`src/rtl/jts16_rasterint_pkg.sv`:
```
// Shared constants, channel register layout and address helper for the raster interrupt controller.
package jts16_rint_pkg;

  localparam int RINT_EN_BIT      = 15;
  localparam int RINT_CAP_HIT_MSB = 15;
  localparam int RINT_CAP_HIT_LSB = 12;
  localparam int RINT_VW          = 9;

  // Channel register contents; the line field width fixes the controller's VW
  typedef struct packed {
    logic               en;
    logic [RINT_VW-1:0] line;
  } rint_chan_t;

  function automatic int unsigned rint_status_addr(input int unsigned nch);
    return nch;
  endfunction

endpackage

```
`src/rtl/jts16_rasterint_if.sv`:
```
// Word-wide CPU register window of the raster interrupt controller.
interface jts16_rasterint_if #(
  parameter int AW = 3
);
  logic          cpu_cs;
  logic [AW-1:0] cpu_addr;
  logic          cpu_rnw;
  logic [1:0]    cpu_dswn;
  logic [15:0]   cpu_dout;
  logic [15:0]   cpu_din;

  modport master (output cpu_cs, cpu_addr, cpu_rnw, cpu_dswn, cpu_dout, input cpu_din);
  modport slave  (input cpu_cs, cpu_addr, cpu_rnw, cpu_dswn, cpu_dout, output cpu_din);
endinterface

```
`src/rtl/jts16_rasterint_chan.sv`:
```
// One raster compare channel: byte-writable line/enable register and the new-line match.
module jts16_rasterint_chan
  import jts16_rint_pkg::*;
#(
  parameter int           VW        = RINT_VW,
  parameter logic [VW-1:0] INIT_LINE = '0,
  parameter logic          INIT_EN   = 1'b0
) (
  input  logic          clk,
  input  logic          rst_n,
  input  logic          wr,
  input  logic [1:0]    dswn,
  input  logic [15:0]   dout,
  input  logic          newline,
  input  logic [VW-1:0] vdump,
  output rint_chan_t    chan,
  output logic          match
);

  logic unused_dout;
  assign unused_dout = ^dout[RINT_EN_BIT-1:VW];

  always_ff @(posedge clk or negedge rst_n) begin
    if (!rst_n) begin
      chan.en   <= INIT_EN;
      chan.line <= INIT_LINE;
    end else if (wr) begin
      if (!dswn[1]) chan.en <= dout[RINT_EN_BIT];
      for (int unsigned b = 0; b < VW; b++) begin
        if (!dswn[b/8]) chan.line[b] <= dout[b];
      end
    end
  end

  // Compares against the register before any same-clk write lands
  assign match = newline & chan.en & (chan.line == vdump);

endmodule

```
`src/rtl/jts16_rasterint.sv`:
```
// Programmable raster line interrupt controller with NCH compare channels.
// Define JTS16_RINT_CAPTURE_EN to add the hit-count / last-line capture register at addr NCH+1.
module jts16_rasterint
  import jts16_rint_pkg::*;
#(
  parameter int                NCH        = 4,
  parameter int                VW         = RINT_VW,
  parameter logic [NCH*VW-1:0] INIT_LINES = {9'd0, 9'd192, 9'd128, 9'd64},
  parameter logic [NCH-1:0]    INIT_EN    = 4'b0111,
  parameter int                PULSE_LEN  = 0
) (
  input  logic               clk,
  input  logic               rst_n,
  input  logic               pxl_cen,
  input  logic [VW-1:0]      vdump,
  jts16_rasterint_if.slave   cpu,
  input  logic               int_ack,
  output logic               line_intn
);

  localparam int AW   = $clog2(NCH+2);
  localparam int STAT = rint_status_addr(NCH);

  logic [VW-1:0]  vdump_l;
  logic           newline;
  logic           wr_en;
  logic [NCH-1:0] match;
  logic [NCH-1:0] pending;
  logic [NCH-1:0] w1c;
  logic [NCH-1:0] clr;
  logic           pulse_clr;
  logic [15:0]    rdata;
  rint_chan_t     chans [NCH];

  assign newline = vdump != vdump_l;
  assign wr_en   = cpu.cpu_cs & ~cpu.cpu_rnw;

  for (genvar gi = 0; gi < NCH; gi++) begin : g_chan
    jts16_rasterint_chan #(
      .VW        (VW),
      .INIT_LINE (INIT_LINES[gi*VW +: VW]),
      .INIT_EN   (INIT_EN[gi])
    ) u_chan (
      .clk     (clk),
      .rst_n   (rst_n),
      .wr      (wr_en && (cpu.cpu_addr == AW'(gi))),
      .dswn    (cpu.cpu_dswn),
      .dout    (cpu.cpu_dout),
      .newline (newline),
      .vdump   (vdump),
      .chan    (chans[gi]),
      .match   (match[gi])
    );
  end

  assign w1c = (wr_en && cpu.cpu_addr == AW'(STAT) && !cpu.cpu_dswn[0]) ?
               cpu.cpu_dout[NCH-1:0] : '0;

  if (PULSE_LEN > 0) begin : g_pulse
    localparam int CW = $clog2(PULSE_LEN+1);
    logic [CW-1:0] cnt;

    always_ff @(posedge clk or negedge rst_n) begin
      if (!rst_n)                       cnt <= '0;
      else if (|match)                  cnt <= CW'(PULSE_LEN);
      else if (pxl_cen && cnt != '0)    cnt <= cnt - CW'(1);
    end
    // A same-clk retrigger reloads instead of expiring
    assign pulse_clr = pxl_cen && (cnt == CW'(1)) && !(|match);
  end else begin : g_hold
    logic unused_pxl_cen;
    assign unused_pxl_cen = pxl_cen;
    assign pulse_clr      = 1'b0;
  end

  assign clr = {NCH{int_ack | pulse_clr}} | w1c;

  always_ff @(posedge clk or negedge rst_n) begin
    if (!rst_n) begin
      vdump_l   <= '0;
      pending   <= '0;
      line_intn <= 1'b1;
    end else begin
      vdump_l   <= vdump;
      pending   <= (pending & ~clr) | match;
      line_intn <= ~|pending;
    end
  end

`ifdef JTS16_RINT_CAPTURE_EN
  logic [3:0]    hit_cnt;
  logic [VW-1:0] cap_line;

  always_ff @(posedge clk or negedge rst_n) begin
    if (!rst_n) begin
      hit_cnt  <= '0;
      cap_line <= '0;
    end else if (|match) begin
      hit_cnt  <= hit_cnt + 4'd1;
      cap_line <= vdump;
    end
  end
`endif

  always_comb begin
    rdata = '0;
    for (int unsigned i = 0; i < NCH; i++) begin
      if (cpu.cpu_addr == AW'(i)) begin
        rdata[RINT_EN_BIT] = chans[i].en;
        rdata[VW-1:0]      = chans[i].line;
      end
    end
    if (cpu.cpu_addr == AW'(STAT)) rdata[NCH-1:0] = pending;
`ifdef JTS16_RINT_CAPTURE_EN
    if (cpu.cpu_addr == AW'(NCH+1)) begin
      rdata[RINT_CAP_HIT_MSB:RINT_CAP_HIT_LSB] = hit_cnt;
      rdata[VW-1:0]                            = cap_line;
    end
`endif
  end

  always_ff @(posedge clk or negedge rst_n) begin
    if (!rst_n)                          cpu.cpu_din <= '0;
    else if (cpu.cpu_cs && cpu.cpu_rnw)  cpu.cpu_din <= rdata;
  end

endmodule

```
`src/flat_wrapper.sv`:
```
// flat-port wrapper written by rule: the top's interface ports become plain ports
module jts16_rasterint_flat import jts16_rint_pkg::*;
#(
  parameter int                NCH        = 4,
  parameter int                VW         = RINT_VW,
  parameter logic [NCH*VW-1:0] INIT_LINES = {9'd0, 9'd192, 9'd128, 9'd64},
  parameter logic [NCH-1:0]    INIT_EN    = 4'b0111,
  parameter int                PULSE_LEN  = 0
)
  (clk, rst_n, pxl_cen, vdump, int_ack, line_intn, cpu_cpu_cs, cpu_cpu_addr, cpu_cpu_rnw, cpu_cpu_dswn, cpu_cpu_dout, cpu_cpu_din);
  jts16_rasterint_if #(.AW((3))) cpu_i ();
  input  logic clk;
  input  logic rst_n;
  input  logic pxl_cen;
  input  logic [VW-1:0] vdump;
  input  logic int_ack;
  output logic line_intn;
  input wire logic [$bits(cpu_i.cpu_cs)-1:0] cpu_cpu_cs;
  input wire logic [$bits(cpu_i.cpu_addr)-1:0] cpu_cpu_addr;
  input wire logic [$bits(cpu_i.cpu_rnw)-1:0] cpu_cpu_rnw;
  input wire logic [$bits(cpu_i.cpu_dswn)-1:0] cpu_cpu_dswn;
  input wire logic [$bits(cpu_i.cpu_dout)-1:0] cpu_cpu_dout;
  output wire logic [$bits(cpu_i.cpu_din)-1:0] cpu_cpu_din;
  assign cpu_i.cpu_cs = cpu_cpu_cs;
  assign cpu_i.cpu_addr = cpu_cpu_addr;
  assign cpu_i.cpu_rnw = cpu_cpu_rnw;
  assign cpu_i.cpu_dswn = cpu_cpu_dswn;
  assign cpu_i.cpu_dout = cpu_cpu_dout;
  assign cpu_cpu_din = cpu_i.cpu_din;
  jts16_rasterint #(.NCH(NCH), .VW(VW), .INIT_LINES(INIT_LINES), .INIT_EN(INIT_EN), .PULSE_LEN(PULSE_LEN)) u_core (.clk(clk), .rst_n(rst_n), .pxl_cen(pxl_cen), .vdump(vdump), .cpu(cpu_i), .int_ack(int_ack), .line_intn(line_intn));
endmodule
```
`config.mk`:
```
export PLATFORM = sky130hd
export DESIGN_NAME = jts16_rasterint_flat
export DESIGN_NICKNAME = d
export VERILOG_FILES = /design/src/rtl/jts16_rasterint_pkg.sv /design/src/rtl/jts16_rasterint_if.sv /design/src/rtl/jts16_rasterint_chan.sv /design/src/rtl/jts16_rasterint.sv /design/src/flat_wrapper.sv
export SDC_FILE = /design/constraint.sdc
export NUM_CORES = 1
export LEC_CHECK = 0
export CORE_AREA = 2 2 109 111
export CTS_CLUSTER_DIAMETER = 150
export DETAILED_ROUTE_END_ITERATION = 8
export DIE_AREA = 0 0 111 113
export PLACE_DENSITY_LB_ADDON = 0.05
export SETUP_SLACK_MARGIN = 0.4
export SLEW_MARGIN = 5
export SYNTH_ARGS = -nofsm -noshare
export SYNTH_HDL_FRONTEND = slang
export SYNTH_SLANG_ARGS = --single-unit
```
`constraint.sdc`:
```
create_clock -name clk -period 3.4 [get_ports clk]
set_input_delay 0.85 -clock clk [delete_from_list [all_inputs] [get_ports clk]]
set_output_delay 0.85 -clock clk [all_outputs]
set_load 0.005 [all_outputs]
```
==> impl_metrics.ini, run 1 <==
[outcome]
outcome = completed

[clock_tree]
clk_pin_slew_ns = 0.05
cts_buffer_depth = 2
cts_tree = done
root_buffer = clkbuf_16
cts_buffers = 9
cts-hold-fix-buffers = 0
ctsResizeCount = 0
clk_latency_ns = 0.33
cts_setup_buffers = 0
cts_num_sinks = 64
h-tree-depth = 3

[logic_synthesis]
syn_avg_cell_area_sq_um = 12.44
ys_warn_count = 0
ys_seq_elements = 64
ys_seq_area_share_pct = 48.71
netlist_instances = 266
yosys-top-cells-area = dfrtp_1 (42%), mux2_2 (14%), xnor2_1 (10%), dfstp_2 (6.4%), mux2i_1 (3.3%)
synth.distinct_cells = 38
yosysTopAreaCellShare_pct = 42.36
synth_top_cell_by_area = dfrtp_1
syn_area_sq_um = 3308

[place]
dp_hpwl_mm = 6.734
port_buffers = 39
place.gp.congestion = 0.7479

[timing]
fin_worst_skew_ns = 0.008190
setup_viol = 0
fmax_ghz = 0.3860
finalCritPeriodShare_pct = 76.20
timing_hold_violations_final = 0
final.setup.tns_ns = 0
grt_setup_unrepaired = no
drv_slew = 0
tightest_slew_ns = 0.7074
relSlewSlack_pct = 52.84
period_needed_ns = 2.591

[power_and_ir_drop]
internal-power_mw = 1.770
p_sw_share_pct = 25.73
p_leak_nw = 1.725
seq_power_share_pct = 42.0
power_density_nw_per_um2 = 577.2
max-vdd-ir-drop_v = 0.0002163
p_switching_mw = 0.6131
power_mw = 2.383
clockPowerShare_pct = 39.9
comb_power_share_pct = 18.1

[global_route]
grt_pass1_vias = 2319
grt.overflow.total = 0
grt_max_degree = 36
antenna_found_initial = 0
grt_pass1_wl_mm = 14.06
grt_use_total_pct = 15.39

[route]
drc = 0
drt_pass1_iterations = 4
wl_per_cell_microns = 19.82
drt_iter0_drc = 102
viasPerCell = 4.751
ant_nets = 0
wl_mm = 8.980
via_count = 2152

[min_path]
min_path_type = flip-flop to flip-flop

[critical_path]
max_stage_delay_ns = 0.81
crit_type = input port to flip-flop
critPathLaunchType = input port
cp_cell_sequence = clkdlybuf4s50_1, inv_1, and2_1, nand2_2, mux2_2
cp_slowest_cell = clkdlybuf4s50_1
crit_arrival_ns = 2.80
cp-end-kind = flip-flop
required_ns = 3.61
cp_max_fo = 8

[finish]
layout_common_cells = dfrtp_1 (56), mux2_2 (40), xnor2_1 (38), clkdlybuf4s50_1 (38), nand2_1 (13)
area_growth_syn_to_layout_pct = 24.81
num_antenna_cells = 0
fillers = 1127
mostFrequentLayoutCell = dfrtp_1
fin_nets = 341
drive_gt1_share_pct = 25.81

[floorplanning]
die_x_microns = 111
die_h_microns = 113
rows = 39
dieArea_sq_um = 12540
core_sq_um = 11270
start_util_pct = 29.35
ios = 53

[job]
drv_cap = 0
worst max-delay path, delay by kind of cell:
family	cells	cell delay, ns
buffers and inverters	2	1.08
multiplexers	1	0.37
AND/OR/NAND/NOR	2	0.50
cell usage after synthesis, drive strengths merged:
library cell,count
nor3,2
nor4b,1
nor2b,2
mux4,3
nor2,5
a22o,3
nand2b,4
a32oi,3
dfrtp,56
mux2i,11
a2bb2oi,4
a41o,4
mux2,40
and2,1
conb,1
nand4,9
nand3,1
nor4,2
o22a,4
a21oi,4
clkbuf,9
xnor2,38
nand2,15
buf,14
xor2,7
o21ai,7
and2b,1
dfstp,8
inv,1
o2bb2ai,3
and3,1
nor3b,2
state kept, by name (all words and copies together) (netlist names):
signal	flops
u_core.line_intn	1
u_core.vdump_l	9
u_core.pending	4
u_core.cpu.cpu_din	10
u_core.g_chan.u_chan.chan	40
kinds of logic (layout without fill, tap and decap cells):
family	Yosys count	count (layout)	synth area share [%]
other cells	1	6	0.1134
flops	64	64	48.71
buf+inv	24	63	4.273
mux	54	54	18.99
xor+xnor	45	45	11.91
simple gates	46	46	8.623
compound gates	32	32	7.375
worst paths after layout:
| kind | cells after the start | slack (ns) | startpoint | endpoint |
|---|---|---|---|---|
| min in group asynchronous | 1 | 0.57 | rst_n | u_core.g_chan[0].u_chan.chan[7] |
| max in group asynchronous | 2 | 2.12 | rst_n | u_core.g_chan[2].u_chan.chan[9] |
| max | 5 | 0.81 | cpu_cpu_addr[2] | u_core.g_chan[2].u_chan.chan[0] |
| min reg2reg | 1 | 0.47 | u_core.pending[0] | u_core.line_intn |
| min | 1 | 0.47 | u_core.pending[0] | u_core.line_intn |
| max reg2reg | 4 | 1.84 | u_core.vdump_l[0] | u_core.pending[0] |
layer usage:
metal	routed length (microns)	global-route usage [%]
met2	4085	22.86
met3	385	3.589
met4	256	7.583
met5	0	0
met1	4253	21.17
power by group through the flow:
stage	sequential (mW)	combinational (mW)	clock, mW
floorplan	0.978	0.286	0
global placement	1.02	0.436	0
detailed placement	1.02	0.436	0
CTS	1.00	0.438	0.983
global route	1.02	0.472	1.02
finish	1.00	0.431	0.951
stage by stage:
stage | instances | utilization [%] | area [sq um] | worst slack [ns] | hold slack, ns
6_report | 453 | 36.63 | 4129 | 0.8091 | 0.4733
5_1_grt | 453 | 36.63 | 4129 | 0.7226 | 0.4800
4_1_cts | 453 | 36.63 | 4129 | 0.8303 | 0.4725
3_5_place_dp | 437 | 33.88 | 3819 | 0.4692 | 0.4653
3_3_place_gp | 437 | 33.88 | 3819 | 0.4870 | 0.4534
2_1_floorplan | 271 | - | 3327 | 1.414 | 0.3914
cell type report:
class	count	area (sq um)	share of cell area, %
clock buffer	13	270.3	6.545
clock inverter	3	40.04	0.9697
inverter	1	3.754	0.09091
multi-input combinational	183	1574	38.12
sequential	64	1612	39.03
tap	143	178.9	4.333
timing repair buffer	46	450.4	10.91
Note: power is estimated with default switching activity, not from simulation.
==> run 2: changes to the inputs <==
==> constraint.sdc (replaced) <==
create_clock -name clk -period 2.2 [get_ports clk]
set_input_delay 0.55 -clock clk [delete_from_list [all_inputs] [get_ports clk]]
set_output_delay 0.55 -clock clk [all_outputs]
set_load 0.005 [all_outputs]
==> run 2 against run 1 <==
  * Flip-flop and latch count stayed put
  * Wire length is 0.67% higher
  * Critical path type unchanged
  * Clock power is 42% higher
  * Power is 51% higher
  * Sequential share of layout area is 2.1 points lower
  * Largest power group unchanged
  * Cell area is 5.7% higher
  * Non-clock buffer count is 28 higher
  * Clock skew is 0.0053 ns lower
  * Highest routed layer unchanged
  * Via count is 4.4% higher
==> impl_metrics.ini, run 2 (synthesis gave the netlist of run 1 again) <==
[outcome]
outcome = completed

[timing]
hold_slack_ns = 0.2202
finalCritPeriodShare_pct = 79.31
drv_slew = 0
setup_viol = 0
timing_hold_violations_final = 0
grt_setup_unrepaired = no
setup_slack_ns = 0.4553
fmax_ghz = 0.5732
period_needed_ns = 1.745
fin_worst_skew_ns = 0.002860

[floorplanning]
dieArea_sq_um = 12540
ios = 53
die_h_microns = 113
die_x_microns = 111
core_sq_um = 11270
rows = 39
start_util_pct = 29.35

[clock_tree]
cts_tree = done
cts_num_sinks = 64
cts-hold-fix-buffers = 0
root_buffer = clkbuf_16
cts_buffers = 9
cts_buffer_depth = 2
clk_latency_ns = 0.33
clk_pin_slew_ns = 0.05
h-tree-depth = 3

[place]
placed_cell_area_sq_um = 4026
port_buffers = 39
place.gp.congestion = 0.8090
dp_hpwl_mm = 6.869
place_ws_ns = -0.07619

[global_route]
grt_use_total_pct = 15.51
antenna_found_initial = 0
grt_pass1_vias = 2369
grt.overflow.total = 0
grt_max_degree = 65
grt_pass1_wl_mm = 14.29

[finish]
fillers = 1124
drive_gt1_share_pct = 33.43
stdcell_area_sq_um = 4365
regMostFlops = u_core.g_chan.u_chan.chan
layout_common_cells = dfrtp_1 (56), mux2_2 (40), xnor2_1 (37)
num_antenna_cells = 0
area_growth_syn_to_layout_pct = 31.96
mostFrequentLayoutCell = dfrtp_1
fin_nets = 369
reg.largest.list = u_core.g_chan.u_chan.chan (40), u_core.cpu.cpu_din (10), u_core.vdump_l (9)
largest_reg_flops = 40
fin_util_pct = 38.73

[critical_path]
crit_type = input port to flip-flop
required_ns = 2.41
crit_arrival_ns = 1.96
critPathLaunchType = input port
cp_max_fo = 4
cp-end-kind = flip-flop

[route]
ant_nets = 0
viasPerCell = 4.669
drc = 0
wl_per_cell_microns = 18.79
via_count = 2246
drt_pass1_iterations = 4
wl_mm = 9.040
drt_iter0_drc = 108

[job]
drv_cap = 0

[power_and_ir_drop]
p_leak_nw = 1.892
power_density_nw_per_um2 = 826.6
max-vdd-ir-drop_v = 0.0004510

[min_path]
min_path_type = input port to asynchronous set/reset pin
## run 2: changes by cell type in the layout (fill, tap and decap cells not counted), sizes merged
cell           before  now
bufinv              1    0
clkinv              2    3
dlygate4sd2         0    3
buf                 8   36
dlymetal6s2s        0    3
clkdlybuf4s50      38   32
## run 2: worst paths after layout
check / startpoint / cells after the start / slack, ns / endpoint
setup reg to reg: u_core.vdump_l[7] / 5 / 0.79 / u_core.pending[1]
hold reg to reg: u_core.pending[1] / 1 / 0.48 / u_core.line_intn
hold / removal: rst_n / 2 / 0.22 / u_core.cpu.cpu_din[7]
min in group clk: u_core.pending[1] / 1 / 0.48 / u_core.line_intn
setup / recovery: cpu_cpu_dswn[0] / 5 / 0.46 / u_core.g_chan[3].u_chan.chan[2]
max in group asynchronous: rst_n / 2 / 1.64 / u_core.g_chan[1].u_chan.chan[9]
## run 2: layout make-up
cell class	instances	area, sq um	area share, %
Tap cell	143	178.9	4.099
Timing Repair Buffer	74	680.7	15.59
Multi-Input combinational cell	183	1605	36.77
Sequential cell	64	1612	36.92
Clock buffer	13	270.3	6.191
Inverter	1	3.754	0.08598
Clock inverter	3	15.01	0.3439
## run 2: critical path, stage by stage
cell and delay [ns]:
clkdlybuf4s50_1 0.44, nor3b_4 0.26, and3_4 0.22, buf_4 0.15
mux2_2 0.33
## run 2: metrics by stage
stage | setup TNS, ns | power, mW | std cells
after detailed placement | -0.8127 | 2.284 | 463
after CTS | 0 | 3.660 | 479
after floorplan | 0 | 1.954 | 271
final | 0 | 3.608 | 481
after global placement | -1.281 | 2.280 | 463
after global routing | 0 | 3.791 | 481
## run 2: repair_timing
action / CTS / global route
endpoints found under the setup margin: 43 / 31
gates resized for setup: 4 / 9
pin swaps: 0 / 3
buffers inserted: 0 / 2
## run 2: per-layer routing
metal	vias to the layer above	track usage (%)	routed length, microns
met4	0	5.000	126
li1	1069	-	-
met5	-	0	0
met2	35	24.34	4250
met3	10	3.749	273
met1	1132	21.26	4390
## run 2: power breakdown
group	switching (mW)	internal (mW)	total [mW]
clock	0.502	0.848	1.35
sequential	0.175	1.38	1.55
combinational	0.284	0.421	0.705
